`src/rtl/instruction_fetch_unit.sv`:
```
// instruction_fetch_unit: fetches sequential words from instruction memory into a 2-entry queue for decode.
//
// Ports:
//   clk          - clock; all state changes on the rising edge
//   rst          - asynchronous active-low reset
//   mem_read     - read request to instruction memory
//   address      - word-aligned fetch address; always equals the pc
//   read_data    - instruction word returned in the same cycle as address/mem_read
//   branch_taken - one-cycle redirect request
//   branch_addr  - redirect target
//   instr_valid  - queue head holds an instruction
//   instr_ready  - decode accepts the queue head
//   instr        - queue-head instruction word
//   pc_plus4     - fetch address of the queue head plus 4
//   fetch_fault  - sticky misaligned-redirect flag
//
// Optional feature: define ALIGN_CHECK_EN to trap misaligned redirect targets
// in a sticky FAULT state. Without it, fetch_fault is tied low and the low two
// target bits are dropped.
module instruction_fetch_unit (
  input  logic        clk,
  input  logic        rst,
  output logic        mem_read,
  output logic [31:0] address,
  input  logic [31:0] read_data,
  input  logic        branch_taken,
  input  logic [31:0] branch_addr,
  output logic        instr_valid,
  input  logic        instr_ready,
  output logic [31:0] instr,
  output logic [31:0] pc_plus4,
  output logic        fetch_fault
);
`ifdef ALIGN_CHECK_EN
  typedef enum logic [1:0] {BOOT, RUN, REDIRECT, FAULT} state_t;
`else
  typedef enum logic [1:0] {BOOT, RUN, REDIRECT} state_t;
`endif
  state_t      state, state_nxt;
  logic [31:0] pc;
  logic [31:0] q_instr [2];
  logic [31:0] q_pc4 [2];
  logic        hd, tl;
  logic [1:0]  count;
  logic        pop, redirect;
  always_comb begin
    instr_valid = count != 2'd0;
    pop         = instr_valid && instr_ready;
    mem_read    = state == RUN && (count != 2'd2 || pop);
    address     = pc;
    // Head outputs are registered queue contents; gated to zero when empty so reset values hold.
    instr       = instr_valid ? q_instr[hd] : '0;
    pc_plus4    = instr_valid ? q_pc4[hd] : '0;
`ifdef ALIGN_CHECK_EN
    redirect    = branch_taken && state != FAULT;
    fetch_fault = state == FAULT;
`else
    redirect    = branch_taken;
    fetch_fault = 1'b0;
`endif
  end
  always_comb begin
    state_nxt = state;
    if (redirect)
      state_nxt = REDIRECT;
    else if (state == BOOT || state == REDIRECT)
      state_nxt = RUN;
`ifdef ALIGN_CHECK_EN
    if (redirect && branch_addr[1:0] != 2'b00)
      state_nxt = FAULT;
`endif
  end
  always_ff @(posedge clk or negedge rst) begin
    if (!rst) begin
      state <= BOOT;
      pc    <= '0;
      count <= '0;
      hd    <= 1'b0;
      tl    <= 1'b0;
    end else begin
      state <= state_nxt;
      if (redirect) begin
        // A redirect wins over any push or pop in the same cycle.
        pc    <= branch_addr & 32'hFFFF_FFFC;
        count <= '0;
        hd    <= 1'b0;
        tl    <= 1'b0;
      end else begin
        if (mem_read) begin
          pc <= pc + 32'd4;
          tl <= ~tl;
        end
        if (pop)
          hd <= ~hd;
        count <= count + {1'b0, mem_read} - {1'b0, pop};
      end
    end
  end
  always_ff @(posedge clk) begin
    if (mem_read && !redirect) begin
      q_instr[tl] <= read_data;
      q_pc4[tl]   <= pc + 32'd4;
    end
  end
endmodule
```
`config.mk`:
```
export PLATFORM = sky130hd
export DESIGN_NAME = instruction_fetch_unit
export DESIGN_NICKNAME = d
export VERILOG_FILES = /design/src/rtl/instruction_fetch_unit.sv
export SDC_FILE = /design/constraint.sdc
export NUM_CORES = 1
export LEC_CHECK = 0
export ABC_AREA = 1
export ABC_CLOCK_PERIOD_IN_PS = 5300
export CAP_MARGIN = 20
export CORE_UTILIZATION = 45
export DETAILED_ROUTE_END_ITERATION = 8
export PLACE_DENSITY_LB_ADDON = 0.25
export RECOVER_POWER = 25
export SLEW_MARGIN = 20
export SYNTH_ARGS = -nofsm -noshare
export SYNTH_HDL_FRONTEND = slang
export SYNTH_SLANG_ARGS = --single-unit
```
`constraint.sdc`:
```
create_clock -name clk -period 5.3 [get_ports clk]
set_input_delay 0.53 -clock clk [delete_from_list [all_inputs] [get_ports clk]]
set_output_delay 0.53 -clock clk [all_outputs]
set_load 0.05 [all_outputs]
```
* Yosys cells after proc, flatten, opt, wreduce, memory -nomap -nowiden
Memory sizes are Yosys's and may differ from the RTL's.
Cells that the tools add are included.
** Storage, ports and cells
- Flip-flop bits (word level) :: 38
- Bits in writable memories :: 128
- Input bits :: 68
- Output and inout port bits :: 99
- Word-level logic and storage cells :: 39
- Memories :: 2
** Cells by class
- Add/sub/neg operators :: 3
- Eq/ne operators :: 3
- Mux-type cells :: 13
- Bitwise operators :: 2
- Reductions and logical operators :: 11
** Memory list
- q_instr :: depth 2, bits a word 32, rd ports 1, clocked after Yosys merged registers in 0, write ports 1, line 41 : logic [31:0] q_instr [2];
- q_pc4 :: depth 2, bits a word 32, rd ports 1, clocked after Yosys merged registers in 0, write ports 1, line 42 : logic [31:0] q_pc4 [2];
** Operators by type and width (count)
- two-way mux 32 bit :: 4
- adder 32 x 3 -> 32 bit, second input constant :: 1
- nonzero test 2 bit :: 4
- two-way mux 1 bit :: 6
- two-way mux 2 bit :: 3
- logical AND 1 bit :: 3
- adder 2 x 1 -> 2 bit :: 1
- equality test 2 x 1 -> 1 bit, second input constant :: 1
- equality test 2 bit, second input constant :: 1
- zero test 2 bit :: 1
- logical OR 1 bit :: 2
- inequality test 2 bit, second input constant :: 1
- NOT 1 bit :: 2
- subtractor 2 x 1 -> 2 bit :: 1
- zero test 1 bit :: 1

* Depth between registers and ports, before layout
Gate-level depths: netlist of run 1.
- Depth after elaboration :: 7
- Gate-level depth with buffers :: 10
- Gate-level depth less buffers :: 10

* Worst setup path after synthesis of run 1
Ideal clock, no wire load.
- Path type :: input-to-reg
- Start point :: in branch_taken
- End point :: mem q_instr[1][0] (enable)
- Setup time :: 0.558 ns
- Data arrival time :: 5.140 ns
- Required time :: 4.742 ns
- Path slack :: -0.398 ns
- Stages :: 3
- Buffers on the path :: 2
- Cells stage by stage :: buf_2 clkbuf_1 nor3_1
** Between the ends
- Word-level cells in the longest chain between the ends :: 4
** Ends and longest elaborated chain
- from (decl) :: line 26 : input logic branch_taken,
- zero test 1 bit :: line 100 : if (mem_read && !redirect) begin
- logical AND 1 bit :: line 100
- two-way mux 1 bit :: line 100
- two-way mux 1 bit (implied by the code) :: line 101 : q_instr[tl] <= read_data;
- to (decl) :: line 41
Every way passes these cells.

* Worst setup path after layout of run 1
- Start point :: reg count[1]
- End point :: out pc_plus4[14]
** Between the ends
- Word-level cells in the longest chain between the ends :: 2
** Ends and longest elaborated chain
- from (decl) :: line 44 : logic [1:0] count;
- from (signal assigned) :: line 95 : count <= count + {1'b0, mem_read} - {1'b0, pop};
- nonzero test 2 bit :: line 47 : instr_valid = count != 2'd0;
- two-way mux 32 bit :: line 53 : pc_plus4 = instr_valid ? q_pc4[hd] : '0;
- to (decl) :: line 31 : output logic [31:0] pc_plus4,
Every way passes these cells.

==> results.json, run 1 <==
{
  "insertion_delay_ns": 0.42,
  "cp-end-kind": "output port",
  "fin_crit_sh_pct": 63.98,
  "ys_ff_latch": 160,
  "reg2reg_depth": 8,
  "hold_violations": 0,
  "root_buffer": "clkbuf_16",
  "place_hpwl_um": 10760,
  "power_uw": 3257,
  "htree_levels": 4,
  "dr.pass1.iters": 5,
  "fin_nets": 959,
  "initial_core_util_pct": 46.70,
  "die_x_um": 128.5,
  "max-vdd-ir-drop_uv": 242.5,
  "grt_usage_pct": 21.05,
  "worst_setup_path_start_kind": "flip-flop",
  "ys_types": 30,
  "p_leak_uw": 0.003790,
  "postCtsSetupRepairBufs": 0,
  "grt_overflow": 0,
  "setup.worst_path.class": "flip-flop to output port",
  "setup_viol": 0,
  "crit_required_ns": 4.77,
  "worst_pin_slew_ns": 2.043,
  "synthCells": 733,
  "hold_path_class": "flip-flop to flip-flop",
  "grt_pass1_vias": 5210,
  "cts_made_buffers": 17,
  "crit_fanout": 36,
  "via_count": 5421,
  "maxCapViolCount": 1,
  "min_delay_path_depth": 2,
  "grt_max_degree": 65,
  "cts_tree": "built",
  "coreArea_sq_um": 15430,
  "die_height_um": 128.5,
  "slew_viol_final": 37,
  "gp_congestion": 0.8510,
  "drt_iter0_drc": 303,
  "rsz0062_at_grt": "false",
  "clk_pin_slew_ns": 0.06,
  "avgSynthCellArea_sq_um": 9.829,
  "seq_area_frac_synth_pct": 64.19,
  "ant_nets": 0,
  "slew-limit-headroom_pct": -36.22,
  "yosys_warnings": 0,
  "holdBufCountCts": 0,
  "clkSinkCount": 160,
  "violations": "max-capacitance violations, max-slew violations",
  "area_delta_synth_final_pct": 33.00,
  "drc_errors": 0,
  "post_cts_resized": 0,
  "status": "finished, violations left",
  "antenna_cells": 0,
  "finalClockSkew_ns": 0.007682,
  "rows": 45,
  "fmax_mhz": 294.9,
  "ios": 167,
  "netlist_area_sq_um": 7204,
  "reg2reg_slack_ns": 2.88,
  "die_area_sq_um": 16520,
  "crit_arrival_ns": 2.86,
  "grt_antenna_before_repair": 1,
  "final.setup.tns_ns": 0,
  "whs_ns": 0.4680,
  "grt_pass1_wl_um": 25960,
  "viasPerCell": 4.871,
  "period_minus_slack_ns": 3.391,
  "wl_per_cell_um": 14.82,
  "cts_buffer_depth": 2,
  "drt-total-wl_um": 16500,
  "power_density_nw_per_um2": 339.9,
  "drive_gt1_share_pct": 6.763,
  "numPortBuffers": 159
}
through the flow:
step | std cells | instance area (sq um) | setup slack [ns] | utilization (%)
global placement | 1081 | 8996 | 2.226 | 58.31
CTS | 1113 | 9584 | 1.839 | 62.12
floorplan | 737 | 7224 | 1.497 | -
detailed placement | 1081 | 8996 | 2.196 | 58.31
global route | 1113 | 9582 | 1.740 | 62.11
finish | 1113 | 9582 | 1.909 | 62.11
worst paths after layout:
path                                            from                       to
worst max register to register    count[0]$_DFF_PN0_  q_instr[0][7]$_DFFE_PP_
worst min-delay path            state[1]$_DFFE_PN0P_     state[1]$_DFFE_PN0P_
worst max-delay path              count[1]$_DFF_PN0_             pc_plus4[14]
min in group asynchronous                        rst  address[24]$_DFFE_PN0P_
max in group asynchronous                        rst           hd$_DFFE_PN0P_
worst min register to register  state[1]$_DFFE_PN0P_     state[1]$_DFFE_PN0P_
cells by family (layout without fill, tap and decap cells):
group	count (synthesis)	after routing	synth area share (%)
AND/OR/NAND/NOR	381	381	21.97
XOR/XNOR	15	15	2.345
adder cells (fa/ha/maj)	2	2	0.3473
flip-flops	160	160	64.19
other	1	5	0.05205
buffers and inverters	88	253	5.002
AO/OA/AOI/OAI	86	86	6.096
layer usage:
layer | part of all wire, % | vias up | GRT usage (%) | wire length [um]
met4 | 1.2 | 2 | 6.159 | 193
met5 | 0.055 | - | 0 | 9
met3 | 7.0 | 22 | 5.821 | 1151
li1 | - | 2689 | - | -
met1 | 44 | 2519 | 26.59 | 7225
met2 | 48 | 189 | 35.45 | 7919
where the power goes:
part,total (uW),internal (uW),switching [uW]
Sequential,1460,1410,47.4
Clock,1220,748,467
Combinational,581,186,395
flip-flops by register name, indices dropped and copies added (netlist names):
| name | flops |
|---|---|
| q_pc4 | 60 |
| q_instr | 64 |
| tl | 1 |
| count | 2 |
| state | 2 |
| hd | 1 |
| address | 30 |
critical path: stages (launching register included):
cell and delay [ns]:
dfrtp_1 0.42, nor2_4 0.72, buf_4 0.46, a21oi_1 0.07, clkdlybuf4s50_1 0.75
cell usage in the layout (no fill, tap or decap), types with 6 or more instances in the layout:
master and instances:
a21oi_1 64, nor2_1 32, buf_4 6, nand2_2 6
dlygate4sd3_1 33, nand2_1 300, edfxtp_1 124, clkdlybuf4s50_1 126
dfrtp_1 35, nand3_1 24, inv_1 52, nor2_4 7
clkbuf_16 17, o21ai_0 18
Yosys cell counts:
cell,count,area [sq um]
o211ai_1,2,15.01
nor2_1,34,127.6
nor2_2,1,6.260
conb_1,1,3.750
nor3_1,1,5.000
xnor2_1,5,43.79
ha_1,2,25.02
dfrtp_1,36,900.9
buf_1,3,11.26
buf_4,6,45.04
a31oi_1,1,6.260
nand3_1,24,120.1
buf_2,6,30.03
a21boi_0,1,7.510
o21ai_0,18,90.09
nor2_8,2,40.04
a21oi_1,64,320.3
inv_1,53,198.9
xor2_1,5,43.79
edfxtp_1,124,3724
nand2_4,1,11.26
and2_1,4,25.02
nand4_1,1,6.260
inv_2,2,7.510
nand2_1,300,1126
clkbuf_1,18,67.56
nor2_4,6,67.56
nand3_2,1,10.01
nand2_2,6,37.54
xor2_2,5,81.33
area by class of cell:
cell class              instances  area, sq um
inverters                      55        207.7
multi-input cells             489         2256
well taps                     211        264.0
flip-flops and latches        160         4626
clock inverters                11        137.6
clock buffers                  21        450.4
repair buffers                166         1640
fillers                      1300         5846
Power figures use the tool's default switching activity.
==> inputs of run 2 (changes only) <==
- ABC_CLOCK_PERIOD_IN_PS: 5300 -> 2700
- clock period: 5.3 -> 2.7 ns (I/O delays scaled with it)
==> run 2 against run 1 <==
Against the previous run: the flow now finishes without violations; power is 95% higher; combinational power is 120% higher; clock power rose by 78%; register-to-register slack got worse by 2.0 ns; critical path depth unchanged; sequential power increased by 97%; die area unchanged; critical path type unchanged; critical endpoint is now instr[10]; largest cell class unchanged.
==> results.json, run 2 (synthesized netlist as in run 1, its figures left out) <==
{
  "die_area_sq_um": 16520,
  "combinationalPowerShare_pct": 20.5,
  "finalClockSkew_ns": 0.005723,
  "worst_pin_slew_ns": 0.8304,
  "grt_pass1_vias": 5173,
  "p_clk_share_pct": 34.2,
  "maxCapViolCount": 0,
  "cp-end-kind": "output port",
  "hold_violations": 0,
  "ios": 167,
  "fin_nets": 969,
  "root_buffer": "clkbuf_16",
  "holdBufCountCts": 0,
  "slew-limit-headroom_pct": 44.46,
  "postCtsSetupRepairBufs": 0,
  "antenna_cells": 0,
  "fin_crit_sh_pct": 87.25,
  "rsz0062_at_grt": "false",
  "setup.worst_path.class": "flip-flop to output port",
  "post_cts_resized": 0,
  "cts_made_buffers": 17,
  "numPortBuffers": 159,
  "dp.cells": 1091,
  "layout_commonest_cell": "nand2_1",
  "final_core_util_pct": 66.51,
  "gp_congestion": 0.9162,
  "coreArea_sq_um": 15430,
  "initial_core_util_pct": 46.70,
  "ant_nets": 0,
  "stdcell_count": 1123,
  "pwr-share-seq_pct": 45.3,
  "die_x_um": 128.5,
  "swShare_pct": 29.91,
  "p_int_uw": 4446,
  "crit_required_ns": 2.43,
  "grt_antenna_before_repair": 0,
  "grt_usage_pct": 21.97,
  "status": "completed",
  "place_hpwl_um": 11970,
  "clkSinkCount": 160,
  "regMostFlops": "q_instr",
  "drt-total-wl_um": 17210,
  "htree_levels": 4,
  "max-vdd-ir-drop_uv": 438.7,
  "fmax_mhz": 424.5,
  "clk_pin_slew_ns": 0.06,
  "layout_common_cells": "300 x nand2_1, 124 x edfxtp_1, 66 x buf_12",
  "hold_path_class": "input pin to asynchronous set/reset pin",
  "power_uw": 6343,
  "power_density_nw_per_um2": 618.2,
  "crit_fanout": 26,
  "via_count": 5527,
  "setup_viol": 0,
  "dpl_worst_slack_ns": 0.4902,
  "grt_overflow": 0,
  "drive_gt1_share_pct": 15.02,
  "insertion_delay_ns": 0.42,
  "die_height_um": 128.5,
  "area_delta_synth_final_pct": 42.43,
  "power_switching_uw": 1897,
  "worst_setup_path_start_kind": "flip-flop",
  "finalWorstSetupSlack_ns": 0.3443,
  "grt_max_degree": 63,
  "slew_viol_final": 0,
  "drt_iter0_drc": 355,
  "grt_pass1_wl_um": 26950,
  "crit_arrival_ns": 2.09,
  "wl_per_cell_um": 15.32,
  "fillers": 1196,
  "dr.pass1.iters": 5,
  "p_leak_uw": 0.004123,
  "final.setup.tns_ns": 0,
  "cts_tree": "built",
  "cts_buffer_depth": 2,
  "viasPerCell": 4.922,
  "largest_register_ffs": 64,
  "drc_errors": 0,
  "period_minus_slack_ns": 2.356,
  "rows": 45
}
run 2: changes by cell type in the layout (fill, tap and decap cells not counted), sizes merged:
cell           delta
buf              +70
clkdlybuf4s50    -64
inv               +5
bufinv            -3
clkbuf            -1
clkinv            +1
clkinvlp          +1
dlygate4sd3       +1
run 2: area by class of cell:
| type | instances | area (sq um) | share of cell area (%) |
|---|---|---|---|
| Clock buffer | 17 | 425.4 | 4.146 |
| Inverter | 55 | 206.4 | 2.012 |
| Timing Repair Buffer | 176 | 2372 | 23.12 |
| Tap cell | 211 | 264.0 | 2.573 |
| Sequential cell | 160 | 4626 | 45.08 |
| Multi-Input combinational cell | 489 | 2256 | 21.99 |
| Clock inverter | 15 | 111.4 | 1.085 |
run 2: per-stage QoR:
| step | hold WS (ns) | area, sq um |
|---|---|---|
| finish | 0.3917 | 10260 |
| global route | 0.4113 | 10260 |
| CTS | 0.3094 | 10280 |
| detailed placement | 0.4599 | 9739 |
| global placement | 0.4563 | 9739 |
| floorplan | -0.02559 | 7231 |
run 2: power by group through the flow:
stage                     registers [uW]  clock network, uW  logic, uW
after global routing                2880               2320       1380
final                               2870               2170       1300
after detailed placement            2920                  0       1320
after global placement              2920                  0       1300
after CTS                           2870               2210       1320
after floorplan                     3070                  0        555
run 2: path summary, 6_finish.rpt:
kind	start	endpoint	slack, ns	cells after the start
max	hd$_DFFE_PN0P_	instr[10]	0.34	4
min	rst	address[18]$_DFFE_PN0P_	0.39	1
max reg2reg	count[0]$_DFF_PN0_	q_instr[0][0]$_DFFE_PP_	0.89	7
min reg2reg	state[1]$_DFFE_PN0P_	state[1]$_DFFE_PN0P_	0.47	2
max in group asynchronous	rst	address[4]$_DFFE_PN0P_	1.32	2
min in group clk	branch_addr[10]	address[10]$_DFFE_PN0P_	0.41	3
run 2: critical path, cell delays in order (launching register included):
cell and delay (ns):
dfrtp_2 0.68, buf_4 0.38, nand2_1 0.09, a21oi_1 0.30, buf_12 0.18
run 2: routing by layer:
layer	vias to the layer above	track usage [%]	part of all wire (%)
met3	21	4.491	5.6
met1	2592	29.04	44
met5	-	0	0
met2	193	36.12	49
met4	0	7.751	1.4
li1	2721	-	-
